[config.mk]
export PLATFORM = sky130hd
export DESIGN_NAME = alu_serial_seq
export DESIGN_NICKNAME = d
export VERILOG_FILES = /design/src/rtl/alu_serial_seq.sv
export SDC_FILE = /design/constraint.sdc
export NUM_CORES = 1
export LEC_CHECK = 0
export ABC_AREA = 1
export CORE_ASPECT_RATIO = 1.4
export CORE_MARGIN = 2
export CORE_UTILIZATION = 45
export CTS_BUF_LIST = sky130_fd_sc_hd__clkbuf_16
export CTS_CLUSTER_DIAMETER = 120
export CTS_CLUSTER_SIZE = 10
export DETAILED_ROUTE_END_ITERATION = 12
export HOLD_SLACK_MARGIN = 0.05
export MAX_ROUTING_LAYER = met4
export PLACE_DENSITY = 0.72
export RECOVER_POWER = 50
export SLEW_MARGIN = 20
export SYNTH_ARGS = -nofsm -noshare
export SYNTH_HDL_FRONTEND = slang
export SYNTH_SLANG_ARGS = --single-unit
export TNS_END_PERCENT = 5
[constraint.sdc]
create_clock -name clk -period 2.1 [get_ports clk]
set_input_delay 0.315 -clock clk [delete_from_list [all_inputs] [get_ports clk]]
set_output_delay 0.315 -clock clk [all_outputs]
set_load 0.01 [all_outputs]
[src/rtl/alu_serial_seq.sv]
// Bit-serial 16-bit ALU: one 1-bit slice reused over 16 cycles, LSB first.
// Optional overflow output is enabled by defining ALU_SEQ_OVERFLOW_EN.
module alu_serial_seq (
  input  logic        clk,
  input  logic        reset,
  input  logic        start,
  input  logic [2:0]  op,
  input  logic [15:0] a,
  input  logic [15:0] b,
  output logic        busy,
  output logic        done,
  output logic [15:0] result,
  output logic        zero
`ifdef ALU_SEQ_OVERFLOW_EN
  ,
  output logic        overflow
`endif
);

  typedef enum logic [1:0] {IDLE, RUN, DONE} state_t;

  localparam logic [2:0] OP_ADD = 3'b010;
  localparam logic [2:0] OP_SUB = 3'b110;
  localparam logic [2:0] OP_SLT = 3'b111;

  state_t      state, next_state;
  logic [15:0] a_sr, b_sr;
  logic [14:0] res_sr;
  logic [2:0]  op_r;
  logic        carry;
  logic [3:0]  count;

  logic        accept, last;
  logic [2:0]  slice_op;
  logic        b_in, sum, cout, slice_out, ovf;
  logic [15:0] result_next;

  // Handshake: start is accepted on any edge where the FSM is not in RUN;
  // done pulses for exactly one cycle, and result/zero hold until the next accept.
  assign accept = start && (state != RUN);
  assign last   = (state == RUN) && (count == 4'd15);
  assign busy   = (state == RUN);
  assign done   = (state == DONE);

  always_ff @(posedge clk) begin
    if (reset) state <= IDLE;
    else       state <= next_state;
  end

  always_comb begin
    next_state = state;
    case (state)
      IDLE:    if (start) next_state = RUN;
      RUN:     if (count == 4'd15) next_state = DONE;
      DONE:    next_state = start ? RUN : IDLE;
      default: next_state = IDLE;
    endcase
  end

  // One-bit slice: op[2] inverts b and supplies the initial carry-in.
  always_comb begin
    slice_op  = (op_r == OP_SLT) ? OP_SUB : op_r;
    b_in      = b_sr[0] ^ slice_op[2];
    sum       = a_sr[0] ^ b_in ^ carry;
    cout      = (a_sr[0] & b_in) | (carry & (a_sr[0] ^ b_in));
    slice_out = 1'b0;
    case (slice_op[1:0])
      2'b00:   slice_out = a_sr[0] & b_in;
      2'b01:   slice_out = a_sr[0] | b_in;
      2'b10:   slice_out = sum;
      default: slice_out = 1'b0;
    endcase
    // On the last bit, carry holds the carry into bit 15.
    ovf         = carry ^ cout;
    result_next = (op_r == OP_SLT) ? {15'b0, sum ^ ovf} : {slice_out, res_sr};
  end

  always_ff @(posedge clk) begin
    if (reset) begin
      a_sr   <= '0;
      b_sr   <= '0;
      res_sr <= '0;
      op_r   <= '0;
      carry  <= 1'b0;
      count  <= '0;
      result <= '0;
      zero   <= 1'b1;
`ifdef ALU_SEQ_OVERFLOW_EN
      overflow <= 1'b0;
`endif
    end else if (accept) begin
      a_sr  <= a;
      b_sr  <= b;
      op_r  <= op;
      carry <= op[2];
      count <= '0;
    end else if (state == RUN) begin
      a_sr   <= {1'b0, a_sr[15:1]};
      b_sr   <= {1'b0, b_sr[15:1]};
      res_sr <= {slice_out, res_sr[14:1]};
      carry  <= cout;
      count  <= count + 4'd1;
      if (last) begin
        result <= result_next;
        zero   <= (result_next == 16'd0);
`ifdef ALU_SEQ_OVERFLOW_EN
        overflow <= ((op_r == OP_ADD) || (op_r == OP_SUB)) ? ovf : 1'b0;
`endif
      end
    end
  end

endmodule

==> summary.md <==
| Metric | Value |
|---|---|
| Status | completed |
| #FFs+latches synth | 74 |
| Compound-Gate Fraction of Synth Area | 19.1% |
| Synth Area in XOR/XNOR | 0.803% |
| Leakage | 1.86 nW |
| Post-Synthesis Cells | 431 |
| TritonCTS Buffers | 9 |
| Synth top area cells | dfxtp_1 45%, nand2_1 11%, inv_1 7.9% |
| Aggregate global routing overflow | 0 |
| Clock Skew | 0.00434 ns |
| Asr flop ratio synth | 0% |
| Tcrit/Tclk final | 92.9% |
| Reg2reg end | result[5] |
| CP delay by family, top | buffers and inverters |
| Placement row count | 36 |
| Post-synthesis mux area share | 0% |
| Total number of vias | 2864 |
| DRC | 0 |
| Slew Viols, Final | 0 |
| Drt via density | 4.94 |
| Origin of the critical flop-to-flop path | count[0] |
| CP arrival | 1.64 ns |
| Synth Cell Area | 3270 µm² |
| CTS Hold Bufs | 0 |
| Setup TNS | 0 ns |
| Total power | 3.20 mW |
| N_diodes | 0 |
| Detail Route Antenna Nets | 0 |
| Die Y | 105 µm |
| Synth top area share | 45.3% |
| Crit path largest cell delay | 0.56 ns |
| Unrepaired setup endpoints after global routing | no |
| Largest net degree at the start of global routing | 34 |
| Vias in the first global route | 2683 |
| Setup bufs post-CTS | 0 |
| Area of the multi-input gates | 1360 µm² |
| Area Growth Syn to Fin | 25.3% |
| First DRT Iteration DRCs | 132 |
| Final nets | 525 |
| Initial core utilization | 46.6% |
| Die span in x | 76.1 µm |
| First-pass GRT wire length | 11600 µm |
| Syn_area_per_cell | 7.59 µm² |
| Tot GR Track Use | 18.3% |
| Fill count | 681 |
| Synth area leader | dfxtp_1 |
| CTS Buffer Depth | 2 |
| Post-layout util | 58.4% |
| Worst setup EP type | output port |
| DRT Pass-1 Iters | 4 |
| EDFF count, synth | 0 |
| Placed cells | 566 |
| CP max stage cell | clkdlybuf4s50_1 |
| Worst Hold Depth | 2 |
| Total power divided by cell area | 780 nW/µm² |
| Path depth of the worst reg2reg path | 6 |
| Tightest Pin Transition | 0.662 ns |
| WL final | 6630 µm |
| Htree depth | 3 |
| DP Area | 3880 µm² |
| Combinational family with the most area after synthesis | simple AND/OR/NAND/NOR gates |
| Root buffer cell | clkbuf_16 |
| Layout cell share with drive strength beyond 1 | 7.01% |
| Most common cell after layout, fill and taps aside | nand2_1 |
| Buffer and inverter count on the worst path | 2 |
| Register area | 1480 µm² |
| Crit-path max FO | 22 |
| Clock sinks | 74 |
| CTS tree | built |
| Die area | 7980 µm² |
| Post-Layout Inst Area | 4100 µm² |
| Initial antenna violation count | 0 |
| Hold endpoint | res_sr[0] |
| Final Instance Count excl. Fillers | 580 |
| Slew margin rel. | 55.9% |
| FMAX | 512 MHz |
| Yosys cell types | 31 |
| Critical-path cell list | nand2_4, inv_1, clkdlybuf4s50_1 |
| Worst setup SP type | register |
| Clock slew at reported path FFs | 0.05 ns |
| Critical Path RT | 1.78 ns |
| Top_reg_cell synth | dfxtp_1 |
| Worst min path class | reg2reg |
| Hold_sp | res_sr[0] |
| Routed WL per cell | 11.4 µm |
| Peak VDD IR | 0.474 mV |
| Final setup vio count | 0 |
| Post-Synth Simple-Gate Area | 19.3% |
| Sequential area share after synthesis | 45.3% |
| HPWL Detailed | 4570 µm |
| Crit path kind | reg2out |
| Core Footprint | 7030 µm² |
| Clk_lat worst skew | 0.33 ns |
| Worst R2R Setup Slack | 0.25 ns |
| Syn nets | 474 |
| Post-synthesis adder-cell area fraction | 2.37% |
| Ys Warns | 0 |
| Max-cap check violation count | 0 |
| Commonest cells after routing, fill and taps aside | 97 x nand2_1, 74 x inv_1, 74 x dfxtp_1 |
| RD Place Congestion | 0.731 |
| Final Hold Vio Count | 0 |
| Minimum clock period | 1.95 ns |
| Post_cts resized | 0 |
| Io pins | 57 |
| Count of input and output buffers | 56 |
worst reg2reg max path, cell delays in order (launching register included):
cell,delay (ns)
dfxtp_1,0.38
ha_1,0.21
nand3_1,0.12
nor2_1,0.24
clkbuf_1,0.55
o21ai_0,0.17
a21oi_1,0.13
through the flow:
stage | hold WS (ns) | setup WS, ns
floorplan | 0.430 | 0.582
global placement | 0.442 | 0.422
detailed placement | 0.452 | 0.387
CTS | 0.458 | 0.203
global route | 0.487 | 0.0720
finish | 0.454 | 0.148
final cells by class:
class | count | area share (%)
multi-input combinational | 260 | 33.1
sequential | 74 | 36.1
timing repair buffer | 64 | 15.2
inverter | 73 | 6.74
tap | 95 | 2.90
clock buffer | 9 | 5.49
clock inverter | 5 | 0.457
cell families after synthesis:
group	count (synthesis)
AO/OA/AOI/OAI	97
flip-flops	74
buffers and inverters	97
AND/OR/NAND/NOR	155
adder cells (fa/ha/maj)	5
XOR/XNOR	3
routing by layer:
| metal | up-vias | wire length, µm | share of wire [%] | GRT usage (%) |
|---|---|---|---|---|
| met5 | - | 0 | 0 | - |
| met2 | 79 | 3320 | 50 | 31.6 |
| met4 | 0 | 166 | 2.5 | 10.0 |
| met3 | 10 | 269 | 4.1 | 2.33 |
| li1 | 1468 | - | - | - |
| met1 | 1307 | 2880 | 43 | 20.6 |
report_power, final:
part / switching, mW / total, mW / internal, mW / leakage, nW
combinational: 0.218 / 0.394 / 0.176 / 1.12
sequential: 0.0466 / 1.53 / 1.48 / 0.605
clock: 0.520 / 1.28 / 0.763 / 0.134
total: 0.784 / 3.20 / 2.42 / 1.86
Yosys cell counts, types with 2 or more instances:
| cell type | count |
|---|---|
| buf_6 | 6 |
| nand4_1 | 2 |
| a21oi_2 | 10 |
| buf_2 | 4 |
| inv_1 | 69 |
| o221ai_1 | 20 |
| nand2_1 | 97 |
| fa_1 | 2 |
| clkbuf_1 | 8 |
| o211ai_1 | 10 |
| inv_2 | 2 |
| buf_1 | 2 |
| ha_1 | 3 |
| buf_4 | 4 |
| a21oi_1 | 17 |
| dfxtp_1 | 74 |
| nor2_1 | 43 |
| nand3_1 | 6 |
| xor2_1 | 2 |
| o21ai_0 | 39 |
sequential cells by signal, summed over array words and instances (netlist names):
signal	count
state	2
op_r	3
b_sr	16
result	16
count	4
a_sr	16
res_sr	15
carry	1
zero	1
worst max path at each step:
stage	cells after the start	to	start	slack, ns
2_1_floorplan	8	zero	op_r[2]	0.58
5_1_grt	9	a_sr[0]	state[1]	0.07
6_report	3	busy	state[0]	0.15
3_3_place_gp	6	op_r[2]	start	0.42
4_1_cts	3	busy	state[0]	0.20
3_5_place_dp	6	op_r[2]	start	0.39
No activity file was read; power rests on OpenSTA's default activity.
